`src/rtl/hci_tcdm_bank_adapter.sv`:
```
`default_nettype none
// ============================================================================
// Module   : hci_tcdm_bank_adapter
// Brief    : Adapts an HCI/TCDM bank port to a single-port SRAM macro.
//            Plain reads/writes pass through combinationally. A read that
//            carries ts_set_i returns the old word and then writes all-ones
//            to the same address in the next cycle (test-and-set).
// Revision : 1.0 - initial release
// ============================================================================
module hci_tcdm_bank_adapter #(
  parameter int unsigned AW = 32,
  parameter int unsigned DW = 32,
  parameter int unsigned BW = 8,
  parameter int unsigned IW = 20
) (
  input  logic             clk_i,
  input  logic             rst_ni,
  // Interconnect bank port
  input  logic             req_i,
  input  logic [AW-1:0]    add_i,
  input  logic             wen_i,
  input  logic [DW-1:0]    wdata_i,
  input  logic [DW/BW-1:0] be_i,
  input  logic [IW-1:0]    id_i,
  input  logic             ts_set_i,
  output logic             gnt_o,
  output logic             r_valid_o,
  output logic [DW-1:0]    r_rdata_o,
  output logic [IW-1:0]    r_id_o,
  // SRAM port
  output logic             sram_req_o,
  output logic             sram_we_o,
  output logic [AW-1:0]    sram_addr_o,
  output logic [DW-1:0]    sram_wdata_o,
  output logic [DW/BW-1:0] sram_be_o,
  input  logic [DW-1:0]    sram_rdata_i
);

  localparam logic [0:0] IDLE  = 1'b0;
  localparam logic [0:0] TS_WR = 1'b1;

  logic [0:0]    state_q, state_d;
  logic          req_accept;
  logic          r_valid_q;
  logic          rd_q;
  logic [IW-1:0] r_id_q;
  logic [AW-1:0] ts_addr_q;

  assign req_accept = req_i & gnt_o;

  // State register
  always_ff @(posedge clk_i or negedge rst_ni) begin
    if (!rst_ni) begin
      state_q <= IDLE;
    end else begin
      state_q <= state_d;
    end
  end

  // Next state: a test-and-set read inserts exactly one all-ones write cycle
  always_comb begin
    state_d = state_q;
    case (state_q)
      IDLE:    if (req_i && wen_i && ts_set_i) state_d = TS_WR;
      TS_WR:   state_d = IDLE;
      default: state_d = IDLE;
    endcase
  end

  // Outputs: grant and SRAM port, either pass-through or the set write.
  // The chip enable is gated by reset so an interrupted set write never lands.
  always_comb begin
    gnt_o        = 1'b1;
    sram_req_o   = req_i & rst_ni;
    sram_we_o    = ~wen_i;
    sram_addr_o  = add_i;
    sram_wdata_o = wdata_i;
    sram_be_o    = be_i;
    if (state_q == TS_WR) begin
      gnt_o        = 1'b0;
      sram_req_o   = rst_ni;
      sram_we_o    = 1'b1;
      sram_addr_o  = ts_addr_q;
      sram_wdata_o = '1;
      sram_be_o    = '1;
    end
  end

  // Response tracking: one valid per accepted request, one cycle later
  always_ff @(posedge clk_i or negedge rst_ni) begin
    if (!rst_ni) begin
      r_valid_q <= 1'b0;
      rd_q      <= 1'b0;
      r_id_q    <= '0;
      ts_addr_q <= '0;
    end else begin
      r_valid_q <= req_accept;
      if (req_accept) begin
        rd_q   <= wen_i;
        r_id_q <= id_i;
        if (wen_i && ts_set_i) begin
          ts_addr_q <= add_i;
        end
      end
    end
  end

  assign r_valid_o = r_valid_q;
  assign r_id_o    = r_id_q;
  // Write responses and idle cycles return zero; reads return the SRAM word
  assign r_rdata_o = (r_valid_q && rd_q) ? sram_rdata_i : '0;

endmodule
`default_nettype wire

```
`config.mk`:
```
export PLATFORM = sky130hd
export DESIGN_NAME = hci_tcdm_bank_adapter
export DESIGN_NICKNAME = d
export VERILOG_FILES = /design/src/rtl/hci_tcdm_bank_adapter.sv
export SDC_FILE = /design/constraint.sdc
export NUM_CORES = 1
export LEC_CHECK = 0
export BUFFER_PORTS_ARGS = -buffer_cell sky130_fd_sc_hd__buf_2
export CAP_MARGIN = 20
export CORE_AREA = 2 2 97 99
export DETAILED_ROUTE_END_ITERATION = 8
export DIE_AREA = 0 0 99 101
export PLACE_DENSITY = 0.72
export RECOVER_POWER = 25
export SETUP_SLACK_MARGIN = 0.5
export SYNTH_ARGS = -nofsm -noshare
export SYNTH_HDL_FRONTEND = slang
export SYNTH_SLANG_ARGS = --single-unit
```
`constraint.sdc`:
```
create_clock -name clk_i -period 1.8 [get_ports clk_i]
set_input_delay 0.09 -clock clk_i [delete_from_list [all_inputs] [get_ports clk_i]]
set_output_delay 0.09 -clock clk_i [all_outputs]
set_load 0.02 [all_outputs]
```
==> impl_metrics.ini, run 1 <==
[outcome]
status = complete, no violations

[global_route]
grt_pass1_wl_um = 13490
grt_usage = 0.1706
antenna_found_initial = 1
grt-ovfl-total = 0
grt_pass1_vias = 2571
grt_max_degree = 56

[placed_design]
dp_hpwl_um = 6944
place_inst = 580
place.gp.congestion = 0.9417
place_area_mm2 = 0.004365
port_buffers = 248

[timing]
finalSetupTns_ns = 0
setup_violations = 0
grt_setup_unrepaired = true
fin_crit_ns = 1.589
fin_skew_ns = 0.009102
timing.fmax_ghz = 0.6292
relSlewSlack = 0.5459
post-route-period-util = 0.8830
tightest_slew_ns = 0.6812
slew_violations = 0
hold_violations = 0

[die]
fp.coreArea_mm2 = 0.008977
die_h_um = 101
rows = 35
die_area_mm2 = 0.009999
start_util = 0.3370
die_w_um = 99
io_pins = 249

[synth]
post_synth.cell_area_avg_um2 = 12.98
synth_cell_types = 14
netlist_instances = 233
synth_nets = 358
synth_area_mm2 = 0.003025
ys.warnings.count = 0
yosysSeqAreaShare = 0.4549
ys_seq_elements = 55

[setup_path]
cp_num_buf_inv = 4
cp_slowest_cell = dfrtp_2
crit_arrival_ns = 1.77
slowest_delay_ns = 0.46
worstPathRequired_ns = 1.99
critPathMaxFanout = 6
critPathMostFrequentCell = buf_6
cp_top_family = buffers and inverters
cp_cell_sequence = buf_4, buf_6, nor2b_4, buf_6, buf_12, mux2_2
crit_path_start_kind = flop
path_class = reg -> reg
critPathCaptureType = flop

[clocking]
worstSkewPairLatency_ns = 0.30
htreeDepth = 2
clockRootBuffer = clkbuf_8
cts_tree = built
cts_sinks = 55
clkTransAtPathRegs_ns = 0.10
numCtsBuffers = 5
cts.path.max_buffers = 2

[routing]
via_per_inst = 4.787
drt_iter0_markers = 64
vias = 2925
avgRoutedWirePerCell_um = 17.54
drc_errors = 0
ant_nets = 0
first_pass_iters = 4
wirelength_um = 10720

[power_and_ir_drop]
ir_worst_vdd_uv = 329.9
powerDensity_mw_per_mm2 = 715.1
p_leak_nw = 2.706

[cells_and_area]
multiInputGateArea_mm2 = 0.001723
area_growth_pct = 72.54
fin_area_mm2 = 0.005220
regArea_mm2 = 0.001381
drive_above_1_share = 0.8236
final_cells = 611
fillerInstances = 705
fin_util = 0.5815
nets = 623

[flow_run]
drv_cap = 0

[worst_hold_path]
hold_class = in -> reg
[power breakdown]
part / internal [W] / leakage [nW] / switching, W
clock: 0.000316 / 0.0484 / 0.000389
sequential: 0.00145 / 0.647 / 0.000131
combinational: 0.000787 / 2.01 / 0.000664
[repair_timing]
action                                 CTS  global route
gates cloned                             3             3
hold buffers                             2             7
setup buffers                            4             3
resized for setup                       66            59
endpoints found under the hold margin   56             7
setup endpoints to repair              128           156
[synth_stat cells, drive strengths merged]
cell type  number  area share
nor2b           1      0.0029
mux2           85        0.35
o21a            1      0.0025
and3           32       0.066
buf             9       0.023
nand4b          1      0.0079
clkbuf         10       0.012
nand2           1      0.0012
dfrtp          55        0.45
inv             2      0.0025
or2            36       0.074
[final timing paths]
kind                                from       endpoint  slack, ns  cells after the start
setup / recovery                 state_q      r_id_o[8]       0.21                      6
min in group asynchronous         rst_ni      r_id_o[3]       0.56                      3
setup reg to reg                 state_q      r_id_o[8]       0.21                      6
max in group asynchronous         rst_ni           rd_q       0.75                      3
hold reg to reg            ts_addr_q[31]  ts_addr_q[31]       0.52                      1
hold / removal                  id_i[15]     r_id_o[15]       0.02                      2
[layout make-up]
| class | instances | area share |
|---|---|---|
| repair buffers | 277 | 0.3586 |
| multi-input cells | 157 | 0.3301 |
| flip-flops and latches | 55 | 0.2646 |
| well taps | 111 | 0.02661 |
| clock buffers | 7 | 0.01654 |
| clock inverters | 1 | 0.001678 |
| inverters | 2 | 0.001438 |
| diodes | 1 | 0.0004794 |
[per-stage QoR]
step	power, W	worst slack, ns	hold slack [ns]
floorplan	0.002328	0.5011	-0.2056
global placement	0.002745	0.4619	0.2908
detailed placement	0.002770	0.4233	0.3093
CTS	0.003635	0.2283	0.00007164
global route	0.003923	0.1622	0.003164
finish	0.003733	0.2107	0.01922
[flip-flops by register name (all words and copies together) (netlist names)]
register / count
r_valid_o: 1
r_id_o: 20
ts_addr_q: 32
rd_q: 1
state_q: 1
[layout by cell type (no fill, tap or decap), types with 2 or more instances in the layout]
| cell | n |
|---|---|
| dlygate4sd3_1 | 9 |
| and3_4 | 32 |
| mux2_4 | 35 |
| clkbuf_16 | 3 |
| mux2_2 | 50 |
| buf_4 | 4 |
| dfrtp_1 | 53 |
| buf_2 | 194 |
| buf_12 | 6 |
| inv_1 | 2 |
| clkbuf_1 | 22 |
| or2_2 | 36 |
| buf_16 | 3 |
| buf_8 | 2 |
| clkbuf_8 | 6 |
| buf_6 | 35 |
[kinds of logic (layout without fill, tap and decap cells)]
logic type             count (synthesis)  in the layout  share of synthesized area
multiplexers                          85             85                     0.3524
flip-flops                            55             55                     0.4549
AND/OR/NAND/NOR                       71             71                     0.1526
AO/OA/AOI/OAI                          1              1                   0.002482
other                                  0              1                          0
buffers and inverters                 21            287                    0.03763
[routing by layer]
layer  global-route usage  wire length (um)
met1               0.2018              4206
met2               0.3030              5496
met3              0.04785               744
met4              0.04847               270
met5                    0                 0
No activity file was read; power rests on OpenSTA's default activity.
==> inputs of run 2 (changes only) <==
--- a/config.mk
+++ b/config.mk
@@ -11,7 +11,7 @@
 export DETAILED_ROUTE_END_ITERATION = 8
 export DIE_AREA = 0 0 99 101
 export PLACE_DENSITY = 0.72
-export RECOVER_POWER = 25
+export RECOVER_POWER = 50
 export SETUP_SLACK_MARGIN = 0.5
 export SYNTH_ARGS = -nofsm -noshare
 export SYNTH_HDL_FRONTEND = slang
==> run 2 against run 1 <==
First-iteration DRC count increased by 23%. Setup slack got worse by 0.062 ns. Largest cell class is now multi-input gates. Clock-buffer cell count unchanged. Register-to-register slack worse by 0.03 ns. Clock skew down 0.0011 ns. Worst hold slack improved by 0.0013 ns. Non-clock buffer count unchanged. Combinational power fell by 3%. Total power fell by 1.4%. Sequential share of layout area grew 0.75 points.
==> impl_metrics.ini, run 2 (synthesized netlist as in run 1, its figures left out) <==
[outcome]
status = complete, no violations

[cells_and_area]
largest_reg_flops = 32
regMostFlops = ts_addr_q
final_cells = 611
fillerInstances = 748
final_common_cell = buf_2
nets = 623
layout_common_cells = 192 x buf_2, 55 x dfrtp_1, 50 x mux2_2
drive_above_1_share = 0.7916
area_growth_pct = 67.16

[power_and_ir_drop]
seqPwrFrac = 0.428
p_switching_w = 0.001175
powerDensity_mw_per_mm2 = 727.9
pwr-share-comb = 0.381
pwr-share-clk = 0.191
ir_worst_vdd_uv = 328.8
p_leak_nw = 2.623
switching_share = 0.3191
intPower_w = 0.002507

[die]
die_w_um = 99
fp.coreArea_mm2 = 0.008977
rows = 35
die_area_mm2 = 0.009999
io_pins = 249
start_util = 0.3370
die_h_um = 101

[worst_hold_path]
hold_class = in -> reg

[setup_path]
crit_path_start_kind = flop
worstPathRequired_ns = 1.71
worst_r2r_endpoint = ts_addr_q[2]
path_class = reg -> out
ff2ff_path_depth = 5
critPathCaptureType = output pin
critPathMaxFanout = 5
crit_arrival_ns = 1.56
rrSetupSlack_ns = 0.18
rr_startpoint = state_q
crit_path_end = r_rdata_o[24]
startpoint = rd_q

[timing]
slew_violations = 0
hold_violations = 0
post-route-period-util = 0.9177
grt_setup_unrepaired = true
fin_crit_ns = 1.652
fin_skew_ns = 0.008002
finalSetupTns_ns = 0
relSlewSlack = 0.5480
tightest_slew_ns = 0.6780
setup_violations = 0
timing.fmax_ghz = 0.6054

[routing]
avgRoutedWirePerCell_um = 17.53
via_per_inst = 4.791
wirelength_um = 10710
vias = 2927
drc_errors = 0
ant_nets = 0
first_pass_iters = 4
drt_iter0_markers = 79

[clocking]
clockRootBuffer = clkbuf_8
worstSkewPairLatency_ns = 0.30
cts.path.max_buffers = 2
numCtsBuffers = 5
cts_sinks = 55
clkTransAtPathRegs_ns = 0.10
htreeDepth = 2
cts_tree = built

[global_route]
grt-ovfl-total = 0
grt_max_degree = 56
grt_pass1_vias = 2571
grt_pass1_wl_um = 13490
grt_usage = 0.1706
antenna_found_initial = 1

[placed_design]
place.gp.congestion = 0.9417
port_buffers = 248
dp_hpwl_um = 6944
place_inst = 580

[flow_run]
drv_cap = 0
-- run 2: cell types whose count changed in the layout (fill, tap and decap cells not counted), sizes merged --
| cell | change |
|---|---|
| clkbuf | +23 |
| buf | -23 |
-- run 2: per-stage QoR --
step                      instance area [um2]  setup WS (ns)    util  total power (W)  hold WS [ns]
final                                    5057         0.1482  0.5633         0.003681       0.02050
after global routing                     5055        0.08362  0.5631         0.003874     0.0004403
after global placement                   4365         0.4619  0.4863         0.002745        0.2908
after detailed placement                 4365         0.4233  0.4863         0.002770        0.3093
after floorplan                          3025         0.5011       -         0.002328       -0.2056
after CTS                                4841         0.2283  0.5392         0.003635    0.00007164
-- run 2: metal layers --
metal | up-vias | wire, um | GRT usage
li1 | 1339 | - | -
met1 | 1413 | 4183 | 0.2018
met2 | 153 | 5477 | 0.3030
met3 | 22 | 777 | 0.04785
met4 | 0 | 270 | 0.04847
met5 | - | 0 | 0
-- run 2: power groups by stage --
stage / Sequential [W] / Combinational (W) / Clock [W]
2_1_floorplan: 0.00162 / 0.000711 / 0
4_1_cts: 0.00156 / 0.00133 / 0.000744
3_3_place_gp: 0.00158 / 0.00116 / 0
6_report: 0.00157 / 0.00140 / 0.000703
5_1_grt: 0.00160 / 0.00148 / 0.000791
3_5_place_dp: 0.00158 / 0.00119 / 0
-- run 2: how the worst min path moves through the flow --
stage,start,slack [ns],cells after the start,to
global route,add_i[2],0.0004,2,ts_addr_q[2]
CTS,id_i[3],0.00007,2,r_id_o[3]
floorplan,rst_ni,-0.21,0,r_id_o[0]
global placement,rst_ni,0.29,2,rd_q
detailed placement,rst_ni,0.31,2,r_id_o[4]
finish,id_i[15],0.02,2,r_id_o[15]
-- run 2: critical path: stages, from the launching register on --
cell      delay (ns)
dfrtp_1         0.65
buf_12          0.18
and3_4          0.17
clkbuf_1        0.27
-- run 2: cell type report --
type	instances	area, um2	share of cell area
clock inverter	1	8.758	0.001732
tap	111	138.9	0.02746
inverter	2	7.507	0.001484
multi-input combinational	157	1719	0.3399
timing repair buffer	277	1718	0.3397
sequential	55	1376	0.2721
clock buffer	7	86.33	0.01707
antenna	1	2.502	0.0004948
-- run 2: what timing repair did --
action / 4_1_cts / 5_1_grt
setup endpoints to repair: 128 / 156
gates cloned: 3 / 3
hold endpoints to repair: 56 / 7
buffers inserted: 4 / 3
hold buffers: 2 / 7
resized for setup: 66 / 59
==> inputs of run 3 (changes only) <==
--- a/config.mk
+++ b/config.mk
@@ -5,12 +5,13 @@
 export SDC_FILE = /design/constraint.sdc
 export NUM_CORES = 1
 export LEC_CHECK = 0
+export ABC_AREA = 1
 export BUFFER_PORTS_ARGS = -buffer_cell sky130_fd_sc_hd__buf_2
 export CAP_MARGIN = 20
-export CORE_AREA = 2 2 97 99
+export CORE_AREA = 2 2 98 100
 export DETAILED_ROUTE_END_ITERATION = 8
-export DIE_AREA = 0 0 99 101
-export PLACE_DENSITY = 0.72
+export DIE_AREA = 0 0 100 102
+export PLACE_DENSITY = 0.71
 export RECOVER_POWER = 50
 export SETUP_SLACK_MARGIN = 0.5
 export SYNTH_ARGS = -nofsm -noshare
==> run 3 against run 2 <==
Clock skew decreased by 0.0019 ns. Synthesized cell count grew 93%. Core utilization up 2.6 points. Sequential power decreased by 3%.
==> impl_metrics.ini, run 3 <==
[timing]
tightest_slew_ns = 0.7384
post-route-period-util = 0.9073
timing.hold.ws_ns = 0.03360
setup_violations = 0
fin_crit_ns = 1.633
grt_setup_unrepaired = true
fin_skew_ns = 0.006093
timing.fmax_ghz = 0.6124
finalSetupTns_ns = 0
relSlewSlack = 0.5077
hold_violations = 0
slew_violations = 0

[die]
start_util = 0.3375
rows = 35
die_w_um = 100
die_area_mm2 = 0.01020
die_h_um = 102
io_pins = 249
fp.coreArea_mm2 = 0.009109

[clocking]
cts_tree = built
cts_sinks = 55
numCtsBuffers = 5
cts.path.max_buffers = 2
clkTransAtPathRegs_ns = 0.10
htreeDepth = 2
clockRootBuffer = clkbuf_8
worstSkewPairLatency_ns = 0.30

[cells_and_area]
num_antenna_cells = 0
regMostFlops = ts_addr_q
largest_reg_flops = 32
nets = 851
fin_util = 0.5889
area_growth_pct = 74.48
final_cells = 838
fillerInstances = 789
layout_common_cells = 212 x nand2_1, 186 x buf_2, 55 x dfrtp_1
final_common_cell = nand2_1
drive_above_1_share = 0.4512

[setup_path]
critPathMaxFanout = 8
ff2ff_path_depth = 6
path_class = reg -> out
cp_top_family = buffers and inverters
crit_path_end = r_rdata_o[26]
critPathCaptureType = output pin
cp_num_buf_inv = 2
rrSetupSlack_ns = 0.25
cp_cell_sequence = nand2_1, clkbuf_16, nor2_4, clkbuf_1
crit_arrival_ns = 1.54
slowest_delay_ns = 0.37
rr_startpoint = state_q
cp.depth = 4
startpoint = rd_q
cp_slowest_cell = dfrtp_1
worst_r2r_endpoint = r_id_o[15]
crit_path_start_kind = flop
worstPathRequired_ns = 1.71

[global_route]
grt_usage = 0.1875
met3_usage = 0.03899
grt-busiest-layer = met2
grt_use_met2 = 0.3228
grtUsageMet1 = 0.2347
grt_max_degree = 56
grt-ovfl-total = 0
grt_pass1_vias = 3256
grt_pass1_wl_um = 15500
antenna_found_initial = 0

[power_and_ir_drop]
powerDensity_mw_per_mm2 = 646.8
p_leak_nw = 3.101
power_w = 0.003470
seqPwrFrac = 0.438
p_switching_w = 0.001253
switching_share = 0.3613
ir_worst_vdd_uv = 305.5
intPower_w = 0.002216
pwr-share-clk = 0.188
pwr-share-comb = 0.374

[worst_hold_path]
hold_class = in -> reg

[routing]
vias = 3886
drc_errors = 0
ant_nets = 0
first_pass_iters = 4
wirelength_um = 12660
avgRoutedWirePerCell_um = 15.10
drt_iter0_markers = 152
via_per_inst = 4.637

[synth]
netlist_instances = 449
yosysTopAreaCell = dfrtp_1
synth_area_mm2 = 0.003074
yosysSeqAreaShare = 0.4477
post_synth.cell_area_avg_um2 = 6.847
synth_top_area_frac = 0.4477
synth_nets = 574
yosys-top-cells-count = 227 x nand2_1, 55 x dfrtp_1, 36 x or2_2, 35 x inv_1
synth_ff_type = dfrtp_1
ys.warnings.count = 0
ys_seq_elements = 55
synth_cell_types = 15
ys_async_sr_fraction = 1.000
synth_edf_count = 0
yosys-top-cells-area = dfrtp_1 45%, nand2_1 28%, or2_2 7.3%, nand3_1 5.2%, inv_1 4.3%
synth_most_common_cell = nand2_1

[outcome]
status = complete, no violations

[flow_run]
drv_cap = 0

[placed_design]
place_inst = 791
port_buffers = 248
place.gp.congestion = 0.9411
dp_hpwl_um = 7432
==> run 3: cell families after synthesis <==
kind of cell,count (synthesis),synth area share
AO/OA/AOI/OAI,1,0.002443
flip-flops,55,0.4477
AND/OR/NAND/NOR,328,0.4453
buffers and inverters,65,0.1046
==> run 3: stage by stage <==
step	cell area, um2	setup slack (ns)
floorplan	3074	0.6359
detailed placement	4368	0.2990
CTS	4810	0.2528
global route	5364	0.1162
finish	5364	0.1670
global placement	4368	0.3496
==> run 3: what timing repair did <==
item,CTS,global route
endpoints found under the setup margin,156,156
endpoints found under the hold margin,64,0
pin swaps,1,6
hold buffers,21,0
cloned,1,7
setup buffers,4,6
resized for setup,27,157
==> run 3: how the worst min path moves through the flow <==
| stage | slack [ns] | cells past startpoint | end | from |
|---|---|---|---|---|
| 6_report | 0.03 | 3 | ts_addr_q[18] | add_i[18] |
| 5_1_grt | 0.03 | 3 | ts_addr_q[26] | add_i[26] |
| 4_1_cts | 0.02 | 3 | ts_addr_q[18] | add_i[18] |
| 3_5_place_dp | 0.30 | 3 | r_id_o[10] | id_i[10] |
| 3_3_place_gp | 0.29 | 3 | r_id_o[10] | id_i[10] |
| 2_1_floorplan | -0.21 | 0 | r_id_o[0] | rst_ni |
==> run 3: routing by layer <==
metal	wire length (um)	share of wire
met4	366	0.029
met1	5201	0.41
met5	0	0
met3	1023	0.081
met2	6064	0.48
==> run 3: worst reg2reg max path, stage by stage (launching register included) <==
cell and delay (ns):
dfrtp_1 0.47, buf_4 0.20, nor2_4 0.23, clkbuf_1 0.24
clkbuf_16 0.20, nand2_1 0.06, nand2_1 0.08
==> run 3: power by group through the flow <==
stage	Sequential (W)	Combinational [W]	Clock, W
2_1_floorplan	0.00158	0.000572	0
3_5_place_dp	0.00153	0.00104	0
4_1_cts	0.00151	0.00113	0.000690
5_1_grt	0.00154	0.00141	0.000751
6_report	0.00152	0.00130	0.000651
3_3_place_gp	0.00153	0.00102	0
==> run 3: area by class of cell <==
class / instances / area [um2] / area share
clock buffer: 6 / 72.57 / 0.01353
clock inverter: 2 / 12.51 / 0.002333
inverter: 37 / 151.4 / 0.02822
multi-input combinational: 329 / 1649 / 0.3074
sequential: 55 / 1376 / 0.2566
tap: 111 / 138.9 / 0.02589
timing repair buffer: 298 / 1963 / 0.3660
